--- src/rtl/lcv_mul_acc_pkg.sv ---
// rtl/lcv_mul_acc_pkg.sv - opcodes and overflow-checked add helper for lcv_mul_acc_pipe
// Clamping on overflow is compiled in by LCV_MUL_ACC_PIPE_SAT_EN.
package lcv_mul_acc_pkg;

   localparam logic [1:0] LCV_OP_MUL  = 2'd0;
   localparam logic [1:0] LCV_OP_MAC  = 2'd1;
   localparam logic [1:0] LCV_OP_MSUB = 2'd2;
   localparam logic [1:0] LCV_OP_LOAD = 2'd3;

   typedef enum logic [1:0] {
      MUL  = LCV_OP_MUL,
      MAC  = LCV_OP_MAC,
      MSUB = LCV_OP_MSUB,
      LOAD = LCV_OP_LOAD
   } lcv_mul_acc_op_t;

   // Operands travel sign-extended to this width so one helper serves any ACC_WIDTH below it.
   localparam int LCV_MAX_W = 128;
   typedef logic signed [LCV_MAX_W-1:0] lcv_wide_t;

   // Returns {ovf, result}; the w-bit result is the low w bits (wrapped or clamped).
   function automatic logic [LCV_MAX_W:0] lcv_sat_add(
      input lcv_wide_t x,
      input lcv_wide_t y,
      input logic      sub,
      input int        w
   );
      lcv_wide_t sum;
      lcv_wide_t max_v;
      lcv_wide_t min_v;
      logic      ovf;
      sum   = sub ? (x - y) : (x + y);
      max_v = (lcv_wide_t'(1) <<< (w - 1)) - lcv_wide_t'(1);
      min_v = ~max_v;
      ovf   = (sum > max_v) || (sum < min_v);
`ifdef LCV_MUL_ACC_PIPE_SAT_EN
      if (sum > max_v) begin
         sum = max_v;
      end else if (sum < min_v) begin
         sum = min_v;
      end
`endif
      return {ovf, sum};
   endfunction

endpackage

--- src/rtl/lcv_mul_acc_pipe_dsp_stage.sv ---
// rtl/lcv_mul_acc_pipe_dsp_stage.sv - input register (S1) and product register (S2) of the MAC pipe
// Both stages share one advance enable so they map onto a single DSP slice.
(* use_dsp = "yes" *)
module lcv_mul_acc_dsp_stage
   import lcv_mul_acc_pkg::*;
#(
   parameter int A_WIDTH   = 16,
   parameter int B_WIDTH   = 16,
   parameter int ACC_WIDTH = 40
) (
   input  logic                        clk,
   input  logic                        rst,
   input  logic                        en,
   input  logic                        valid,
   input  lcv_mul_acc_op_t             op,
   input  logic signed [A_WIDTH-1:0]   a,
   input  logic signed [B_WIDTH-1:0]   b,
   input  logic signed [ACC_WIDTH-1:0] c,
   output logic                        prod_valid,
   output lcv_mul_acc_op_t             prod_op,
   output logic signed [ACC_WIDTH-1:0] prod,
   output logic signed [ACC_WIDTH-1:0] addend
);

   logic                        in_valid;
   lcv_mul_acc_op_t             in_op;
   logic signed [A_WIDTH-1:0]   in_a;
   logic signed [B_WIDTH-1:0]   in_b;
   logic signed [ACC_WIDTH-1:0] in_c;
   logic signed [A_WIDTH+B_WIDTH-1:0] mult;

   assign mult = in_a * in_b;

   always_ff @(posedge clk) begin
      if (rst) begin
         in_valid   <= 1'b0;
         in_op      <= MUL;
         in_a       <= '0;
         in_b       <= '0;
         in_c       <= '0;
         prod_valid <= 1'b0;
         prod_op    <= MUL;
         prod       <= '0;
         addend     <= '0;
      end else if (en) begin
         in_valid   <= valid;
         in_op      <= op;
         in_a       <= a;
         in_b       <= b;
         in_c       <= c;
         prod_valid <= in_valid;
         prod_op    <= in_op;
         prod       <= ACC_WIDTH'(mult);
         addend     <= in_c;
      end
   end

endmodule

--- src/rtl/lcv_mul_acc_pipe.sv ---
// rtl/lcv_mul_acc_pipe.sv - pipelined signed MUL/MAC/MSUB/LOAD unit with valid/ready ports
// Saturation on overflow is compiled in with LCV_MUL_ACC_PIPE_SAT_EN; default wraps.
module lcv_mul_acc_pipe
   import lcv_mul_acc_pkg::*;
#(
   parameter int A_WIDTH   = 16,
   parameter int B_WIDTH   = 16,
   parameter int ACC_WIDTH = 40
) (
   input  logic                        clk,
   input  logic                        rst,
   input  logic                        inp_valid,
   output logic                        inp_ready,
   input  logic [1:0]                  inp_op,
   input  logic signed [A_WIDTH-1:0]   inp_a,
   input  logic signed [B_WIDTH-1:0]   inp_b,
   input  logic signed [ACC_WIDTH-1:0] inp_c,
   output logic                        outp_valid,
   input  logic                        outp_ready,
   output logic signed [ACC_WIDTH-1:0] outp_data,
   output logic                        outp_ovf
);

   if (ACC_WIDTH < A_WIDTH + B_WIDTH || ACC_WIDTH >= LCV_MAX_W) begin : g_bad_width
      $error("lcv_mul_acc_pipe: ACC_WIDTH must hold A_WIDTH+B_WIDTH and stay below LCV_MAX_W");
   end

   logic                        en;
   logic                        prod_valid;
   lcv_mul_acc_op_t             prod_op;
   logic signed [ACC_WIDTH-1:0] prod;
   logic signed [ACC_WIDTH-1:0] addend;
   logic signed [ACC_WIDTH-1:0] acc;
   lcv_wide_t                   add_x;
   lcv_wide_t                   add_y;
   logic                        add_sub;
   logic [LCV_MAX_W:0]          sum_pair;
   logic signed [ACC_WIDTH-1:0] res;
   logic                        res_ovf;
   logic                        unused_sum_hi;

   // The whole pipe advances together; a held output freezes every stage.
   assign en        = !outp_valid || outp_ready;
   assign inp_ready = en;

   lcv_mul_acc_dsp_stage #(
      .A_WIDTH   (A_WIDTH),
      .B_WIDTH   (B_WIDTH),
      .ACC_WIDTH (ACC_WIDTH)
   ) u_dsp (
      .clk        (clk),
      .rst        (rst),
      .en         (en),
      .valid      (inp_valid),
      .op         (lcv_mul_acc_op_t'(inp_op)),
      .a          (inp_a),
      .b          (inp_b),
      .c          (inp_c),
      .prod_valid (prod_valid),
      .prod_op    (prod_op),
      .prod       (prod),
      .addend     (addend)
   );

   always_comb begin
      add_x   = lcv_wide_t'(acc);
      add_y   = lcv_wide_t'(prod);
      add_sub = 1'b0;
      case (prod_op)
         MUL:     add_x   = lcv_wide_t'(addend);
         MSUB:    add_sub = 1'b1;
         default: ;
      endcase
      sum_pair = lcv_sat_add(add_x, add_y, add_sub, ACC_WIDTH);
      res      = sum_pair[ACC_WIDTH-1:0];
      res_ovf  = sum_pair[LCV_MAX_W];
      // LOAD bypasses the adder entirely and can never overflow.
      if (prod_op == LOAD) begin
         res     = addend;
         res_ovf = 1'b0;
      end
   end

   assign unused_sum_hi = ^sum_pair[LCV_MAX_W-1:ACC_WIDTH];

   always_ff @(posedge clk) begin
      if (rst) begin
         outp_valid <= 1'b0;
         outp_data  <= '0;
         outp_ovf   <= 1'b0;
         acc        <= '0;
      end else if (en) begin
         outp_valid <= prod_valid;
         if (prod_valid) begin
            outp_data <= res;
            outp_ovf  <= res_ovf;
            if (prod_op != MUL) begin
               acc <= res;
            end
         end
      end
   end

endmodule

--- config.mk ---
export PLATFORM = sky130hd
export DESIGN_NAME = lcv_mul_acc_pipe
export DESIGN_NICKNAME = d
export VERILOG_FILES = /design/src/rtl/lcv_mul_acc_pkg.sv /design/src/rtl/lcv_mul_acc_pipe_dsp_stage.sv /design/src/rtl/lcv_mul_acc_pipe.sv
export SDC_FILE = /design/constraint.sdc
export NUM_CORES = 1
export LEC_CHECK = 0
export ABC_CLOCK_PERIOD_IN_PS = 6050
export CAP_MARGIN = 20
export CORE_MARGIN = 2
export CORE_UTILIZATION = 55
export CTS_BUF_LIST = sky130_fd_sc_hd__clkbuf_4 sky130_fd_sc_hd__clkbuf_8
export DETAILED_ROUTE_END_ITERATION = 12
export PLACE_DENSITY = 0.74
export SLEW_MARGIN = 30
export SYNTH_ARGS = -nofsm -noshare
export SYNTH_HDL_FRONTEND = slang
export SYNTH_HIERARCHICAL = 1
export SYNTH_SLANG_ARGS = --single-unit
export TNS_END_PERCENT = 100
--- constraint.sdc ---
create_clock -name clk -period 6.05 [get_ports clk]
set_input_delay 1.21 -clock clk [delete_from_list [all_inputs] [get_ports clk]]
set_output_delay 1.21 -clock clk [all_outputs]
set_load 0.02 [all_outputs]
==> results.yml, run 1 <==
timing:
  tightestPinTransition_ns: 1.00
  grt_setup_unrepaired: "true"
  final.min_clock_period_ns: 6.79
  max_freq_mhz: 147
  slew-limit-headroom_pct: 33.3
  finalCritPeriodShare_pct: 112
  finClkSkew_ns: 0.0342
  final.setup.worst_slack_ns: -0.742
  timing_max_transition_violations_final: 0
  whs_ns: 0.489
  setup-violations-final: 8
  hold_violations: 0
layout:
  syn_to_final_growth_pct: 38.0
  post-route-util_pct: 77.1
  num-fill-cells: 3961
  multi_input_area_um2: 25400
  post_layout_instance_count_excluding_filler_cells: 5697
  layout-drive-gt1-share_pct: 29.5
  finish.net_count: 5491
  register_area_um2: 4710
yosys:
  seq_area_frac_synth_pct: 15.0
  yosysWarningCount: 6
  postSynthCellCount: 3945
  synth.cell_area_um2: 30900
  synthTopCellsByCount: "sky130_fd_sc_hd__nor2_1 (425), sky130_fd_sc_hd__nand2_1 (370), sky130_fd_sc_hd__inv_1 (364), sky130_fd_sc_hd__a21oi_1 (283), sky130_fd_sc_hd__fa_1 (263)"
  per_instance_average_area_after_synthesis_um2: 7.84
  synth_nets: 4511
  synth_top_cell_area_share_pct: 17.0
  ys_dominant_reg_cell: "sky130_fd_sc_hd__dfxtp_1"
  synth-edff-count: 0
  async_reset_ff_share_pct: 0
  synth.area.top_cells: "sky130_fd_sc_hd__fa_1 (17%), sky130_fd_sc_hd__dfxtp_1 (15%), sky130_fd_sc_hd__ha_1 (9.1%)"
  most_frequent_cell_after_synthesis: "sky130_fd_sc_hd__nor2_1"
  yosys.cell_types.count: 94
  yosys.area.top_type: "sky130_fd_sc_hd__fa_1"
  postSynthRegisterBits: 232
clock_tree:
  cts-htree-levels: 2
  path_clk_slew_ns: 0.06
  tritoncts.num_buffers: 38
  total_of_hold_buffers_inserted_after_clock_tree_synthesis: 0
  cts.sinks: 232
  tritoncts: "yes"
  ctsLongestPathBuffers: 3
  worst_skew_pair.late_latency_ns: 0.59
  clock_tree.root_cell: "sky130_fd_sc_hd__clkbuf_8"
floorplanning:
  area_of_the_core_region_um2: 55300
  io_pins: 121
  die_h_um: 241
  design.die.area_um2: 58100
  die_width_um: 241
  floorplan.initialDensity_pct: 55.9
  floorplan.rows: 86
worst_setup_path:
  critical_path.endpoint_type: "flip-flop"
  startpoint: "u_dsp/prod[4]"
  setup.worst_path.start_class: "flip-flop"
  path_class: "flip-flop to flip-flop"
  worstPathArrival_ns: 7.25
  slowest_stage: "sky130_fd_sc_hd__or4_4"
  most_numerous_cell_on_the_critical_path: "sky130_fd_sc_hd__buf_4"
  crit_path_largest_cell_delay_ns: 0.52
  r2r_start: "u_dsp/prod[4]"
  cp_max_fo: 5
  required_ns: 6.51
routing:
  wl_per_cell_um: 22.4
  drtPass1Iterations: 6
  number_of_remaining_drc_errors: 0
  wl_mm: 128
  ant_nets: 0
  dr_iter_0_viols: 3594
  vias: 34500
  routed_via_density: 6.06
placed_design:
  port_buffers: 120
  post-dp-hpwl_mm: 99.6
  place_ws_ns: -1.02
  place_congestion: 1.16
  placedCellCount: 5577
hold_path:
  hp-class: "flip-flop to flip-flop"
  worst_hold_startpoint: "u_dsp/in_c[0]"
pwr:
  power_density_nw_per_um2: 309
  p_sw_share_pct: 48.0
  power.ir.vdd_worst_mv: 0.217
  clock_power_share_pct: 10.9
  switching_power_mw: 6.32
  total_leakage_power_nw: 20.5
  share_seq_of_total_power_pct: 13.6
  cellInternalPower_mw: 6.86
  combinational_cell_fraction_of_total_power_pct: 75.5
grt:
  antenna_found_initial: 2
  pin_count_of_the_biggest_net_entering_global_routing: 150
  number_of_global_route_vias_before_repair: 34000
  global_route_wire_length_before_repair_mm: 188
  gr-usage-all-layers_pct: 42.2
  grt.overflow.total: 0
job:
  drv_cap: 0
run_status:
  run_status: "complete, but fails checks"
  violations_in_the_final_reports: "negative setup slack"
==> worst max-delay path: cells and delay by family (launching register included) <==
family                   cells  cell delay [ns]
AND/OR/NAND/NOR             17             3.26
adder cells (fa/ha/maj)      2             0.47
buffers and inverters        8             1.21
XOR/XNOR                     1             0.13
AO/OA/AOI/OAI                5             1.25
flip-flops                   1             0.34
==> sequential cells by signal, summed over array words and instances, names as in the netlist, 2 cells and up <==
signal         count
u_dsp/addend      40
acc               40
outp_data         40
u_dsp/in_a        16
u_dsp/prod_op      2
u_dsp/prod        32
u_dsp/in_b        16
u_dsp/in_op        2
u_dsp/in_c        40
==> metrics by stage <==
step	instance area [um^2]	power [mW]	setup TNS (ns)
2_1_floorplan	31000	6.45	-0.0663
3_3_place_gp	39900	10.4	-2.55
3_5_place_dp	39900	10.5	-3.02
4_1_cts	41700	12.4	-0.499
5_1_grt	42700	13.9	-2.86
6_report	42700	13.2	-1.56
==> power by group through the flow <==
stage | Sequential (mW) | Combinational (mW) | Clock (mW)
after global placement | 1.80 | 8.56 | 0
after detailed placement | 1.81 | 8.69 | 0
after global routing | 1.79 | 10.5 | 1.51
after CTS | 1.78 | 9.14 | 1.45
after floorplan | 1.83 | 4.62 | 0
final | 1.79 | 9.95 | 1.44
==> final cells by class <==
class                   instances  share of cell area (%)
diodes                          1                 0.00587
clock buffers                  54                    1.60
clock inverters                 9                   0.223
inverters                     364                    3.20
multi-input cells            3118                    59.6
flip-flops and latches        232                    11.1
well taps                     748                    2.19
repair buffers               1171                    22.1
==> cells in the final DEF (no fill, tap or decap), drive strengths merged, types with 8 or more instances in the layout <==
cell type	instances
nor2	425
and2	138
o31ai	22
dfxtp	232
ha	225
buf	1051
clkdlybuf4s50	119
or2	14
nand2b	27
o21ai	210
o311ai	9
mux2i	149
a2111oi	9
nor3	60
a21boi	8
a211oi	94
a221oi	8
o211ai	20
a21oi	284
nand3	51
o41ai	11
inv	365
and4	17
and3	19
nor4	28
o21bai	24
mux2	38
or3	50
xor2	79
xnor2	94
nand2	371
nand4b	10
clkbuf	55
nor2b	13
nand4	94
fa	263
or4	16
a31oi	32
a21o	78
o21a	26
==> path summary, 6_finish.rpt <==
check        cells after the start  slack (ns)         endpoint
min                              2        0.49  u_dsp/addend[0]
max                             33       -0.74         outp_ovf
min reg2reg                      2        0.49  u_dsp/addend[0]
max reg2reg                     33       -0.74         outp_ovf
==> routing by layer <==
layer | global-route usage, % | part of all wire, %
met5 | 0 | 0.020
met4 | 22.0 | 6.8
met3 | 8.76 | 10
met2 | 68.5 | 45
met1 | 52.9 | 38
==> logic make-up (layout without fill, tap and decap cells) <==
| group | after synthesis | after routing | synth area share (%) |
|---|---|---|---|
| adder cells (fa/ha/maj) | 488 | 488 | 26.1 |
| multiplexers | 187 | 187 | 6.21 |
| AND/OR/NAND/NOR | 1361 | 1362 | 21.3 |
| flip-flops | 232 | 232 | 15.0 |
| buffers and inverters | 596 | 1598 | 7.66 |
| XOR/XNOR | 173 | 173 | 4.90 |
| other | 0 | 1 | 0 |
| AO/OA/AOI/OAI | 908 | 908 | 18.7 |
==> timing repair <==
item / in CTS / in global routing
endpoints found under the setup margin: 12 / 14
cloned: 1 / 0
hold endpoints to repair: 0 / 0
gates resized for setup: 168 / 186
pin swaps: 86 / 162
setup buffers: 27 / 32
Power figures use the tool's default switching activity.
==> run 2, diff against run 1 <==
- CORE_UTILIZATION: 55 -> 25
- PLACE_DENSITY: 0.74 -> 0.39
==> results.yml, run 2 (synthesized netlist as in run 1, its figures left out) <==
routing:
  dr_iter_0_viols: 1918
  routed_via_density: 4.83
  vias: 31900
  ant_nets: 0
  wl_mm: 135
  drtPass1Iterations: 5
  wl_per_cell_um: 20.5
  number_of_remaining_drc_errors: 0
pwr:
  clock_power_share_pct: 12.4
  total_leakage_power_nw: 20.6
  p_sw_share_pct: 47.3
  combinational_cell_fraction_of_total_power_pct: 74.1
  share_seq_of_total_power_pct: 13.5
  cellInternalPower_mw: 6.93
  power_density_nw_per_um2: 297
  design_power_total_mw: 13.1
  power.ir.vdd_worst_mv: 0.178
  switching_power_mw: 6.21
worst_setup_path:
  setup.worst_path.start_class: "flip-flop"
  critical_path.endpoint_type: "flip-flop"
  worstPathArrival_ns: 7.16
  startpoint: "u_dsp/prod[3]"
  r2r_start: "u_dsp/prod[3]"
  path_class: "flip-flop to flip-flop"
  crit_path_largest_cell_delay_ns: 0.50
  slowest_stage: "sky130_fd_sc_hd__or4_4"
  required_ns: 6.58
  reg2reg_depth: 29
  most_numerous_cell_on_the_critical_path: "sky130_fd_sc_hd__buf_4"
  cp_max_fo: 6
floorplanning:
  io_pins: 121
  floorplan.rows: 129
  die_width_um: 356
  floorplan.initialDensity_pct: 25.1
  design.die.area_um2: 126000
  die_h_um: 356
  area_of_the_core_region_um2: 123000
layout:
  syn_to_final_growth_pct: 42.9
  layout_commonest_cell: "sky130_fd_sc_hd__buf_4"
  num-fill-cells: 13000
  post_layout_instance_count_excluding_filler_cells: 6607
  layout-drive-gt1-share_pct: 30.2
  final_design_area_no_fill_um2: 44200
  multi_input_area_um2: 25500
  finish.net_count: 5509
  most-common-layout-cells: "sky130_fd_sc_hd__buf_4 (1016), sky130_fd_sc_hd__nor2_1 (402), sky130_fd_sc_hd__nand2_1 (356)"
  register_area_um2: 4720
clock_tree:
  tritoncts.num_buffers: 43
  worst_skew_pair.late_latency_ns: 0.64
  total_of_hold_buffers_inserted_after_clock_tree_synthesis: 0
  clock_tree.root_cell: "sky130_fd_sc_hd__clkbuf_8"
  path_clk_slew_ns: 0.09
  cts.sinks: 232
  tritoncts: "yes"
  cts-htree-levels: 2
  ctsLongestPathBuffers: 3
hold_path:
  worst_hold_path.num_cells: 2
  worst_hold_startpoint: "acc[1]"
  hp-class: "flip-flop to flip-flop"
timing:
  finalCritPeriodShare_pct: 110
  grt_setup_unrepaired: "true"
  timing.setup.tns_ns: -0.583
  final.min_clock_period_ns: 6.63
  finClkSkew_ns: 0.0279
  final.setup.worst_slack_ns: -0.583
  setup-violations-final: 1
  tightestPinTransition_ns: 0.974
  timing_max_transition_violations_final: 0
  slew-limit-headroom_pct: 35.1
  hold_violations: 0
  max_freq_mhz: 151
placed_design:
  place_congestion: 0.992
  place_ws_ns: -1.43
  port_buffers: 120
  placement.cell_area_um2: 41400
  post-dp-hpwl_mm: 115
  placedCellCount: 6498
grt:
  number_of_global_route_vias_before_repair: 31900
  pin_count_of_the_biggest_net_entering_global_routing: 174
  antenna_found_initial: 1
  grt.overflow.total: 0
  gr-usage-all-layers_pct: 20.9
  global_route_wire_length_before_repair_mm: 203
job:
  drv_cap: 0
run_status:
  violations_in_the_final_reports: "negative setup slack"
  run_status: "complete, but fails checks"
-- run 2: final timing paths --
kind	slack [ns]	end
setup / recovery	-0.58	outp_ovf
hold / removal	0.49	acc[1]
setup reg to reg	-0.58	outp_ovf
hold reg to reg	0.49	acc[1]
-- run 2: final cells by class --
class / count / share of cell area (%)
Tap cell: 1637 / 4.64
Antenna cell: 2 / 0.0113
Sequential cell: 232 / 10.7
Clock inverter: 13 / 0.337
Timing Repair Buffer: 1184 / 21.8
Multi-Input combinational cell: 3118 / 57.8
Clock buffer: 57 / 1.65
Inverter: 364 / 3.09
-- run 2: critical path, delay by kind of cell (launching register included) --
kind / cells / cell delay, ns
AND/OR/NAND/NOR: 15 / 3.23
buffers and inverters: 5 / 0.86
AO/OA/AOI/OAI: 7 / 1.57
flip-flops: 1 / 0.32
adder cells (fa/ha/maj): 2 / 0.55
-- run 2: repair_timing --
item                                    CTS  global route
gates resized for setup                 164           219
endpoints found under the setup margin    8            10
pin swaps                                64           169
buffers inserted                         10            29
gates cloned                              1             0
-- run 2: metrics by stage --
stage | util, % | hold WS, ns
3_5_place_dp | 33.6 | 0.477
4_1_cts | 35.0 | 0.492
3_3_place_gp | 33.6 | 0.467
5_1_grt | 35.9 | 0.501
2_1_floorplan | - | 0.447
6_report | 35.9 | 0.491
-- run 2: metal layers --
metal / global-route usage, % / share of wire, % / vias to the layer above
met2: 33.7 / 45 / 596
li1: - / - / 15700
met4: 5.04 / 2.5 / 0
met3: 1.55 / 3.6 / 109
met5: 0 / 0 / -
met1: 30.2 / 49 / 15600
-- run 2: power by group through the flow --
stage | Clock [mW] | Combinational (mW) | Sequential, mW
2_1_floorplan | 0 | 4.62 | 1.83
3_3_place_gp | 0 | 9.02 | 1.81
3_5_place_dp | 0 | 8.98 | 1.81
4_1_cts | 1.72 | 9.36 | 1.78
5_1_grt | 1.77 | 10.6 | 1.79
6_report | 1.63 | 9.73 | 1.78
==> patch: new RTL, settings of run 1 <==
`A_WIDTH` is set to 16 in 2 places; all go to 14.
--- a/src/rtl/lcv_mul_acc_pipe_dsp_stage.sv
+++ b/src/rtl/lcv_mul_acc_pipe_dsp_stage.sv
@@ -6,3 +6,3 @@
 #(
-   parameter int A_WIDTH   = 16,
+   parameter int A_WIDTH   = 14,
    parameter int B_WIDTH   = 16,
--- a/src/rtl/lcv_mul_acc_pipe.sv
+++ b/src/rtl/lcv_mul_acc_pipe.sv
@@ -5,3 +5,3 @@
 #(
-   parameter int A_WIDTH   = 16,
+   parameter int A_WIDTH   = 14,
    parameter int B_WIDTH   = 16,
Ports: changed (resized inp_a); port bits go from 121 to 119. The function was not compared with the original's and may differ.
==> patch against run 1 <==
Synthesized cell count fell by 4.3%; design area is 5.8% lower; power fell by 12%; first-iteration DRC count fell by 13%; cell count down 6.4%; the run still ends with setup timing left; sequential cell count shrank 4; sequential share of layout area grew 0.45 points; critical path depth is 2 lower; synthesized area down 4.9%; core utilization fell by 0.99 points; routed wire length is 7.7% lower; worst setup slack improved by 270 ps; clock power rose by 7%; sequential power is 3% lower.
==> patch: results (changes against run 1) <==
* Iter 0 DRT Violations at 3136 (-13%)
* Critical path arrival at 7040 ps (-210 ps)
* Synth unique cells at 99 (+5.3%)
* Area grow syn2layout at 36.62%
* Crit-path max FO at 6 (+1)
* Final #Nets at 5123 (-6.7%)
* Worst-margin pin slew at 833.0 ps (-167.5 ps)
* Placed Instance Area at 0.03720 mm² (-6.8%)
* Synth Area per Inst at 7.787 µm² (-0.63%)
* Final TNS setup at -471.3 ps (+1092 ps)
* Status: finished, violations left
* Post-synth top cells: nor2_1 (423), nand2_1 (344), inv_1 (285)
* Metal2 WL at 54970 µm (-4.1%)
* Leak at 18.99 nW (-7.3%)
* Fin worst setup slack at -471.3 ps (+270.4 ps)
* HPWL Detailed at 93070 µm (-6.5%)
* Port bufs at 118 (-1.7%)
* Min-delay src: outp_data[21]$_SDFFE_PP0P_
* Switching power at 5.439 mW (-14%)
* GRT met1 Usage at 51.01% (-1.9 points)
* Global-route wire length before repair at 175800 µm (-6.7%)
* Endpoints failing setup at 1 (-7)
* GRT Overall Usage at 40.24% (-2.0 points)
* # rows at 84 (-2.3%)
* Worst R2R Start: u_dsp/prod[1]$_SDFFE_PP0P_
* Ant. Diodes at 0 (-1)
* Total CTS buffers at 40 (+5.3%)
* DP Cell Count at 5191 (-6.9%)
* Clock network power at 1.54 mW (+7%)
* Failing checks: setup timing
* Final Skew at 64.24 ps (+30.01 ps)
* Share of cells above drive strength 1 at 29.40% (-0.088 points)
* Clock transition at the registers of the reported paths at 100 ps (+40 ps)
* Synth area leaders: dfxtp_1 (16%), fa_1 (15%), ha_1 (9.1%)
* Vias per inst at 6.089 (+0.42%)
* CP max stage delay at 460 ps (-60 ps)
* Post-Syn Nets at 4286 (-5.0%)
* Vias in the first global route at 31460 (-7.4%)
* Clock power frac at 13.3% (+2.4 points)
* Peak supply drop at 0.2447 mV (+13%)
* Average wire per standard cell at 22.07 µm (-1.4%)
* WL met3 at 9205 µm (-28%)
* Pin count of the biggest net entering global routing at 127 (-15%)
* CP startpoint kind: register
patch: changes by cell type after synthesis, moves of 5 or more:
cell / change
inv_1: -79
mux2i_1: -5
fa_1: -43
xnor2_1: -7
and2_1: -6
nor3_1: +11
ha_1: -11
nand2_1: -26
patch: worst min-delay path: cells and delay by family (launching register included):
kind / cells / cell delay (ps)
simple gates: 1 / 70
flops: 1 / 320
compound gates: 1 / 60
patch: path summary, 6_finish.rpt:
path	to	slack, ps	depth (start not counted)
setup / recovery	outp_ovf$_SDFFE_PP0P_	-470	31
hold / removal	outp_data[21]$_SDFFE_PP0P_	490	2
setup reg to reg	outp_ovf$_SDFFE_PP0P_	-470	31
hold reg to reg	outp_data[21]$_SDFFE_PP0P_	490	2
patch: stage by stage:
step | worst slack [ps] | utilization, % | hold slack (ps)
floorplan | -15.59 | - | 446.8
global placement | -868.1 | 70.44 | 460.5
detailed placement | -764.2 | 70.50 | 475.4
CTS | -258.0 | 73.99 | 489.1
global route | -760.1 | 76.14 | 513.3
finish | -471.3 | 76.14 | 488.5
patch: area by class of cell:
type	instances	area [µm²]
flip-flops and latches	228	4622
fillers	3901	12590
clock buffers	58	735.7
inverters	285	1070
repair buffers	1028	8292
multi-input cells	3030	24470
well taps	688	860.8
clock inverters	14	116.4
patch: cells by family (layout without fill, tap and decap cells):
group | Yosys count | after routing | share of synthesized area, %
buffers and inverters | 519 | 1385 | 7.068
AOI/OAI and AO/OA | 897 | 897 | 19.57
adders and majority gates | 434 | 434 | 24.08
muxes | 182 | 182 | 6.357
xor gates and xnor gates | 166 | 166 | 4.944
DFF | 228 | 228 | 15.52
and+or+nand+nor | 1350 | 1351 | 22.46
patch: repair_timing:
item,in CTS,in global routing
pin swaps,67,148
setup endpoints to repair,11,11
resized for setup,153,212
setup buffers,30,36
cloned,2,0
